[config.mk]
export PLATFORM = sky130hd
export DESIGN_NAME = egress_drain_monitor
export DESIGN_NICKNAME = d
export VERILOG_FILES = /design/src/rtl/egress_drain_monitor_pkg.sv /design/src/rtl/egress_drain_monitor_rr_arb2.sv /design/src/rtl/egress_drain_monitor.sv
export SDC_FILE = /design/constraint.sdc
export NUM_CORES = 1
export LEC_CHECK = 0
export ABC_AREA = 1
export CAP_MARGIN = 20
export CORE_MARGIN = 3
export CORE_UTILIZATION = 38
export DETAILED_ROUTE_END_ITERATION = 10
export HOLD_SLACK_MARGIN = 0.08
export MAX_ROUTING_LAYER = met4
export PLACE_DENSITY = 0.69
export SYNTH_ARGS = -nofsm -noshare
export SYNTH_HDL_FRONTEND = slang
export SYNTH_SLANG_ARGS = --single-unit
[constraint.sdc]
create_clock -name clk -period 1.8 [get_ports clk]
set_input_delay 0.36 -clock clk [delete_from_list [all_inputs] [get_ports clk]]
set_output_delay 0.36 -clock clk [all_outputs]
set_load 0.02 [all_outputs]
[src/rtl/egress_drain_monitor_pkg.sv]
// rtl/egress_drain_monitor_pkg.sv - shared types and constants for the egress drain monitor
package egress_drain_monitor_pkg;

    typedef enum logic {
        ST_IDLE  = 1'b0,
        ST_DRAIN = 1'b1
    } state_t;

    localparam logic [1:0] IDX_D0   = 2'd0;
    localparam logic [1:0] IDX_D1   = 2'd1;
    localparam logic [1:0] IDX_TOT  = 2'd2;
    localparam logic [1:0] IDX_RSVD = 2'd3;

    localparam int DEF_BW    = 6;
    localparam int DEF_CNT_W = 8;

endpackage

[src/rtl/egress_drain_monitor_rr_arb2.sv]
// rtl/egress_drain_monitor_rr_arb2.sv - two-requester round-robin arbiter with one-hot grant
module rr_arb2 (
    input  logic       clk,
    input  logic       reset,
    input  logic [1:0] req,
    output logic [1:0] gnt
);

    // prio=0 favours requester 0 on a tie, prio=1 favours requester 1
    logic prio;

    always_comb begin
        gnt = 2'b00;
        case (req)
            2'b01:   gnt = 2'b01;
            2'b10:   gnt = 2'b10;
            2'b11:   gnt = prio ? 2'b10 : 2'b01;
            default: gnt = 2'b00;
        endcase
    end

    always_ff @(posedge clk or posedge reset) begin
        if (reset) begin
            prio <= 1'b0;
        end else if (|gnt) begin
            prio <= gnt[0];
        end
    end

endmodule

[src/rtl/egress_drain_monitor.sv]
// rtl/egress_drain_monitor.sv - drains two destination FIFOs round-robin and counts drained words
module egress_drain_monitor
    import egress_drain_monitor_pkg::*;
#(
    parameter int BW    = DEF_BW,
    parameter int CNT_W = DEF_CNT_W
) (
    input  logic             clk,
    input  logic             reset,
    input  logic             drain_en,
    input  logic             D0_empty,
    input  logic             D1_empty,
    input  logic [BW-1:0]    D0_data_out,
    input  logic [BW-1:0]    D1_data_out,
    output logic             D0_rd,
    output logic             D1_rd,
    output logic [BW-1:0]    out_data,
    output logic             out_valid,
    output logic             out_dest,
    input  logic             cnt_req,
    input  logic [1:0]       cnt_idx,
    output logic [CNT_W-1:0] cnt_data,
    output logic             cnt_valid,
    input  logic             cnt_clear
);

    localparam logic [CNT_W-1:0] CNT_ONE = {{(CNT_W-1){1'b0}}, 1'b1};

    state_t state, state_nxt;
    logic   draining;
    logic   prev_rd0, prev_rd1;
    logic   pend_valid, pend_dest;
    logic [1:0] req, gnt;
    logic [CNT_W-1:0] cnt0, cnt1, cnt_tot;

    always_ff @(posedge clk or posedge reset) begin
        if (reset) state <= ST_IDLE;
        else       state <= state_nxt;
    end

    always_comb begin
        state_nxt = state;
        case (state)
            ST_IDLE:  if (drain_en)  state_nxt = ST_DRAIN;
            ST_DRAIN: if (!drain_en) state_nxt = ST_IDLE;
            default:  state_nxt = ST_IDLE;
        endcase
    end

    always_comb begin
        draining = (state == ST_DRAIN);
    end

    // a FIFO popped last cycle has a stale empty flag, so it sits out one cycle
    assign req[0] = draining && !D0_empty && !prev_rd0;
    assign req[1] = draining && !D1_empty && !prev_rd1;

    rr_arb2 u_arb (
        .clk   (clk),
        .reset (reset),
        .req   (req),
        .gnt   (gnt)
    );

    assign D0_rd = gnt[0];
    assign D1_rd = gnt[1];

    // pop in N -> data valid in N+1 -> captured and presented in N+2
    always_ff @(posedge clk or posedge reset) begin
        if (reset) begin
            prev_rd0   <= 1'b0;
            prev_rd1   <= 1'b0;
            pend_valid <= 1'b0;
            pend_dest  <= 1'b0;
            out_valid  <= 1'b0;
            out_data   <= '0;
            out_dest   <= 1'b0;
        end else begin
            prev_rd0   <= D0_rd;
            prev_rd1   <= D1_rd;
            pend_valid <= D0_rd | D1_rd;
            pend_dest  <= D1_rd;
            out_valid  <= pend_valid;
            if (pend_valid) begin
                out_data <= pend_dest ? D1_data_out : D0_data_out;
                out_dest <= pend_dest;
            end
        end
    end

    always_ff @(posedge clk or posedge reset) begin
        if (reset) begin
            cnt0    <= '0;
            cnt1    <= '0;
            cnt_tot <= '0;
        end else if (cnt_clear) begin
            cnt0    <= '0;
            cnt1    <= '0;
            cnt_tot <= '0;
        end else if (out_valid) begin
            cnt_tot <= cnt_tot + CNT_ONE;
            if (out_dest) cnt1 <= cnt1 + CNT_ONE;
            else          cnt0 <= cnt0 + CNT_ONE;
        end
    end

    always_ff @(posedge clk or posedge reset) begin
        if (reset) begin
            cnt_valid <= 1'b0;
            cnt_data  <= '0;
        end else begin
            cnt_valid <= cnt_req;
            if (cnt_req) begin
                case (cnt_idx)
                    IDX_D0:  cnt_data <= cnt0;
                    IDX_D1:  cnt_data <= cnt1;
                    IDX_TOT: cnt_data <= cnt_tot;
                    default: cnt_data <= '0;
                endcase
            end
        end
    end

endmodule

-- Word-level counts from Yosys, hierarchy flattened
Index checks and enable logic that the tools add are counted.
- equality and inequality tests: 6
- bitwise logic cells: 1
- reductions and logical operators: 14
- add/subtract/negate cells: 3
- multiplexer cells: 13
- operators with widths (kind ; number):
    $mux W8 ; 8
    $add A8 B1 Y8 const B ; 3
    $pmux W8 S3 ; 1
    $eq A2 B2 Y1 const B ; 3
    $mux W6 ; 1
    $pmux W2 S3 ; 1
    $eq A2 B1 Y1 const B ; 2
    $logic_and A1 B1 Y1 ; 4
    $logic_not A1 Y1 ; 4
    $reduce_and A2 Y1 ; 2
    $reduce_bool A2 Y1 ; 2
    $logic_not A2 Y1 ; 1
    $mux W2 ; 1
    $ne A2 B1 Y1 const B ; 1
    $reduce_or A2 Y1 ; 1
    $mux W1 ; 1
    $or A1 B1 Y1 ; 1
- bits in registers: 46
- bits of input ports: 21
- logic and storage cells: 50
- output and inout bits: 19

-- Depth between registers and ports, before layout
- depth in word-level cells: 6
- mapped depth: 7
- mapped depth without buffers: 7

-- Cells and area by module
Synthesis repeated with hierarchy kept, for this count alone.
- cell total of the unflattened synthesis: 293
- area, all modules: 2321.0 µm²
- by module, submodules not included (module ; cells each ; sequential area each (µm²) ; instances ; area an instance (µm²)):
    egress_drain_monitor ; 281 ; 1126.1 ; 1 ; 2253.4
    rr_arb2 ; 12 ; 25.0 ; 1 ; 67.6

-- Worst setup path after synthesis
OpenSTA, ideal clock, no wires.
- path type: reg-to-output
- from: reg pend_dest (netlist name)
- to: out D1_rd
- path buffers: 1
- arrival: 1207 ps
- data required time: 1440 ps
- setup slack: 233 ps
- stages on the path, launching flop included: 5
- cell sequence: dfrtp_1 -> buf_2 -> nor3_1 -> inv_1 -> a21oi_1
- RTL lines (item ; line ; source):
    to (decl) ; egress_drain_monitor.sv:16 ; output logic D1_rd,

-- Worst setup path after layout
- from: in D0_empty
- to: out D0_rd
- word-level cells in the longest chain between the ends: 5
- elaborated cells between the ends (all ways): 7
- classes of those cells: 3 x eq/ne; 1 x mux; 3 x reduce/logical
- ends and longest elaborated chain (item ; line ; source):
    from (decl) ; egress_drain_monitor.sv:11 ; input logic D0_empty,
    $logic_not A1 Y1 * ; egress_drain_monitor.sv:55 ; assign req[0] = draining && !D0_empty && !prev_rd0;
    $logic_and A1 B1 Y1 * (2 in a row) ; egress_drain_monitor.sv:55 ;
    $eq A2 B2 Y1 / $eq A2 B1 Y1 (equally long branches) ; egress_drain_monitor_rr_arb2.sv:14 ; case (req)
    $pmux W2 S3 * ; egress_drain_monitor_rr_arb2.sv:14 ;
    to (decl) ; egress_drain_monitor.sv:15 ; output logic D0_rd,
Every way passes the cells marked *; elsewhere a longest branch is shown, timed or not.

==> reports/qor.yml <==
setup_path:
  crit_fanout: 2
  required_ps: 1440
  cp_slowest_cell: "clkdlybuf4s50_1"
  crit_chain: "clkdlybuf4s50_1 -> nor3_2 -> inv_1 -> a21oi_2 -> buf_4"
  crit_type: "in2out"
  start_kind: "primary input"
  slowest_delay_ps: 420
  reg2reg_slack_ps: 580
  critical_path.top_delay_family: "buffers and inverters"
  endpoint_kind: "output port"
  path_buf_inv: 3
  arrival_ps: 1370
floorplanning:
  io_pins: 40
  die_y_um: 82.9
  rows: 27
  die-area_um2: 6860
  core_area_um2: 5610
  fp.dieW_um: 82.9
  initial_core_util: 0.400
routing:
  vias_per_cell: 4.74
  routedWlPerCell_um: 11.7
  antenna_left: 0
  firstDrtPassIters: 4
  routed_wirelength_um: 4700
  vias: 1899
  drt_iter0_markers: 125
  drc: 0
sta:
  report.final.slew_viol_count: 0
  fmax_ghz: 0.577
  worstMarginPinSlew_ps: 457
  rsz0062_at_grt: "false"
  worst_slack_ps: 66.3
  slew_headroom: 0.695
  holdWs_ps: 400
  fin_crit_ps: 1730
  fin_worst_skew_ps: 6.44
  fin_crit_sh: 0.963
  final_hold_viol_count: 0
  finalSetupViolCount: 0
yosys:
  synth_area_leaders: "dfrtp_1 51%, nand2_1 12%, nor2_1 5.9%"
  synth.top_cell.area_share: 0.513
  ys_ff_latch: 46
  synth_area_per_cell_um2: 8.07
  ys_types: 25
  yosysSeqAreaShare: 0.513
  syn-num-nets: 302
  yosysTopAreaCell: "dfrtp_1"
  synthCells: 278
  netlist_area_um2: 2240
  yosys_warnings: 0
global_routing:
  grt_overflow_total: 0
  antenna_found_initial: 0
  grt_max_degree: 47
  first_global_vias: 1889
  grt_use_total: 0.148
  grt_pass1_wl_um: 8180
clock_network:
  htree_levels: 2
  clkSinkCount: 46
  clockBufferDepth: 2
  post_cts_buffers: 0
  numCtsBuffers: 5
  postCtsHoldBufs: 0
  cts_tree: "yes"
  insertion_delay_ps: 290
  clk_pin_slew_worst_paths_ps: 80
  root_buffer: "clkbuf_8"
status:
  run_status: "finished, final reports clean"
final_layout:
  utilization: 0.513
  final_cells: 401
  area_growth_pct: 28.1
  num_antenna_cells: 0
  drive_above_1_share: 0.103
  nets: 353
placed_design:
  gp_congestion: 0.868
  hpwlAfterDp_um: 3490
  post-place-cells: 394
  place_ws_ps: -495
  portBuffers: 39
flow_run:
  max_cap_viol_count: 0
power:
  powerDensity_nw_per_um2: 739
  ir_drop_mv: 0.514
  leakagePower_nw: 1.28
  finalPower_mw: 2.13
min_path:
  hp-class: "in2async"
cell type report:
type | count | area (µm²)
Sequential cell | 46 | 1150
Clock buffer | 7 | 76.3
Timing Repair Buffer | 50 | 483
Tap cell | 72 | 90.1
Multi-Input combinational cell | 194 | 956
Inverter | 32 | 120
Fill cell | 554 | 2730
routing by layer:
layer	track usage	routed length (µm)	up-vias
met5	-	0	-
met2	0.238	2190	47
met3	0.0367	249	6
met4	0.0520	70	0
met1	0.181	2190	855
li1	-	-	991
power by group:
part | internal (mW) | total, mW | switching (mW)
Combinational | 0.177 | 0.385 | 0.209
Sequential | 1.09 | 1.15 | 0.0545
Clock | 0.268 | 0.591 | 0.323
Total | 1.54 | 2.13 | 0.586
final timing paths:
kind                                          end  depth (start not counted)                    from
hold / removal                 draining$_DFF_PP0_                          3                   reset
min in group clk               prev_rd0$_DFF_PP0_                          1  u_arb.prio$_DFFE_PP0P_
setup reg to reg           cnt_tot[6]$_DFFE_PP0P_                          6  cnt_tot[0]$_DFFE_PP0P_
max in group asynchronous     cnt1[1]$_DFFE_PP0P_                          3                   reset
setup / recovery                            D0_rd                          5                D0_empty
hold reg to reg                prev_rd0$_DFF_PP0_                          1  u_arb.prio$_DFFE_PP0P_
cells in the mapped netlist:
cell	number
dfrtp_1	46
o21ai_0	22
ha_1	3
nor2_1	35
o21bai_2	1
nor2_4	1
a21oi_1	15
a31oi_1	6
inv_1	30
xnor2_1	1
nor3b_1	2
nor3_1	4
nand2_4	5
a21o_1	1
nand3_2	1
nand4_1	3
nand3_1	19
xor2_1	1
buf_4	2
inv_2	2
buf_2	4
nor2_2	1
o21ai_1	1
nand2_1	71
nand2_2	1
worst min-delay path: stages:
cell,delay [ps]
clkdlybuf4s50_1,400
clkinv_1,70
buf_12,240
sequential cells by signal, summed over array words and instances, names as in the netlist:
| signal | count |
|---|---|
| pend_valid | 1 |
| pend_dest | 1 |
| cnt0 | 8 |
| draining | 1 |
| out_data | 6 |
| prev_rd0 | 1 |
| u_arb.prio | 1 |
| out_dest | 1 |
| cnt_data | 8 |
| out_valid | 1 |
| cnt1 | 8 |
| cnt_valid | 1 |
| cnt_tot | 8 |
repair_timing:
item / CTS / global route
setup endpoints to repair: 2 / 3
gates resized for setup: 10 / 5
hold endpoints to repair: 0 / 0
metrics by stage:
step           setup TNS, ps  instance area, µm²
2_1_floorplan              0                2240
3_3_place_gp            -805                2790
3_5_place_dp            -959                2790
4_1_cts                    0                2860
5_1_grt                    0                2880
6_report                   0                2880
cells in the final DEF, fill, tap and decap left out:
cell type,Yosys,final
nor2_1,35,35
o21bai_2,1,1
dfrtp_1,46,46
nand2_2,1,1
nor2_4,1,1
clkdlybuf4s50_1,0,36
nand4_1,3,3
nand3_1,19,19
dlymetal6s2s_1,0,1
buf_4,2,12
nor3b_1,2,2
a21o_1,1,1
a21oi_1,15,13
nor3_1,4,2
inv_2,2,2
buf_12,0,1
xor2_1,1,1
xnor2_1,1,1
nor2_2,1,1
a21oi_2,0,2
nand2_1,71,71
a31oi_1,6,6
nand3_2,1,1
nand2_4,5,5
ha_1,3,3
o21ai_1,1,1
clkinv_1,0,1
inv_1,30,29
clkbuf_1,0,2
nor3_2,0,2
clkbuf_8,0,5
o21ai_0,22,22
cells by family (layout without fill, tap and decap cells):
group	Yosys count	after routing	share of synthesized area
compound gates	46	46	0.110
xor+xnor	2	2	0.00781
fa+ha+maj	3	3	0.0167
buf+inv	38	89	0.0691
flops	46	46	0.513
simple gates	143	143	0.284
No activity file was read; power rests on OpenSTA's default activity.
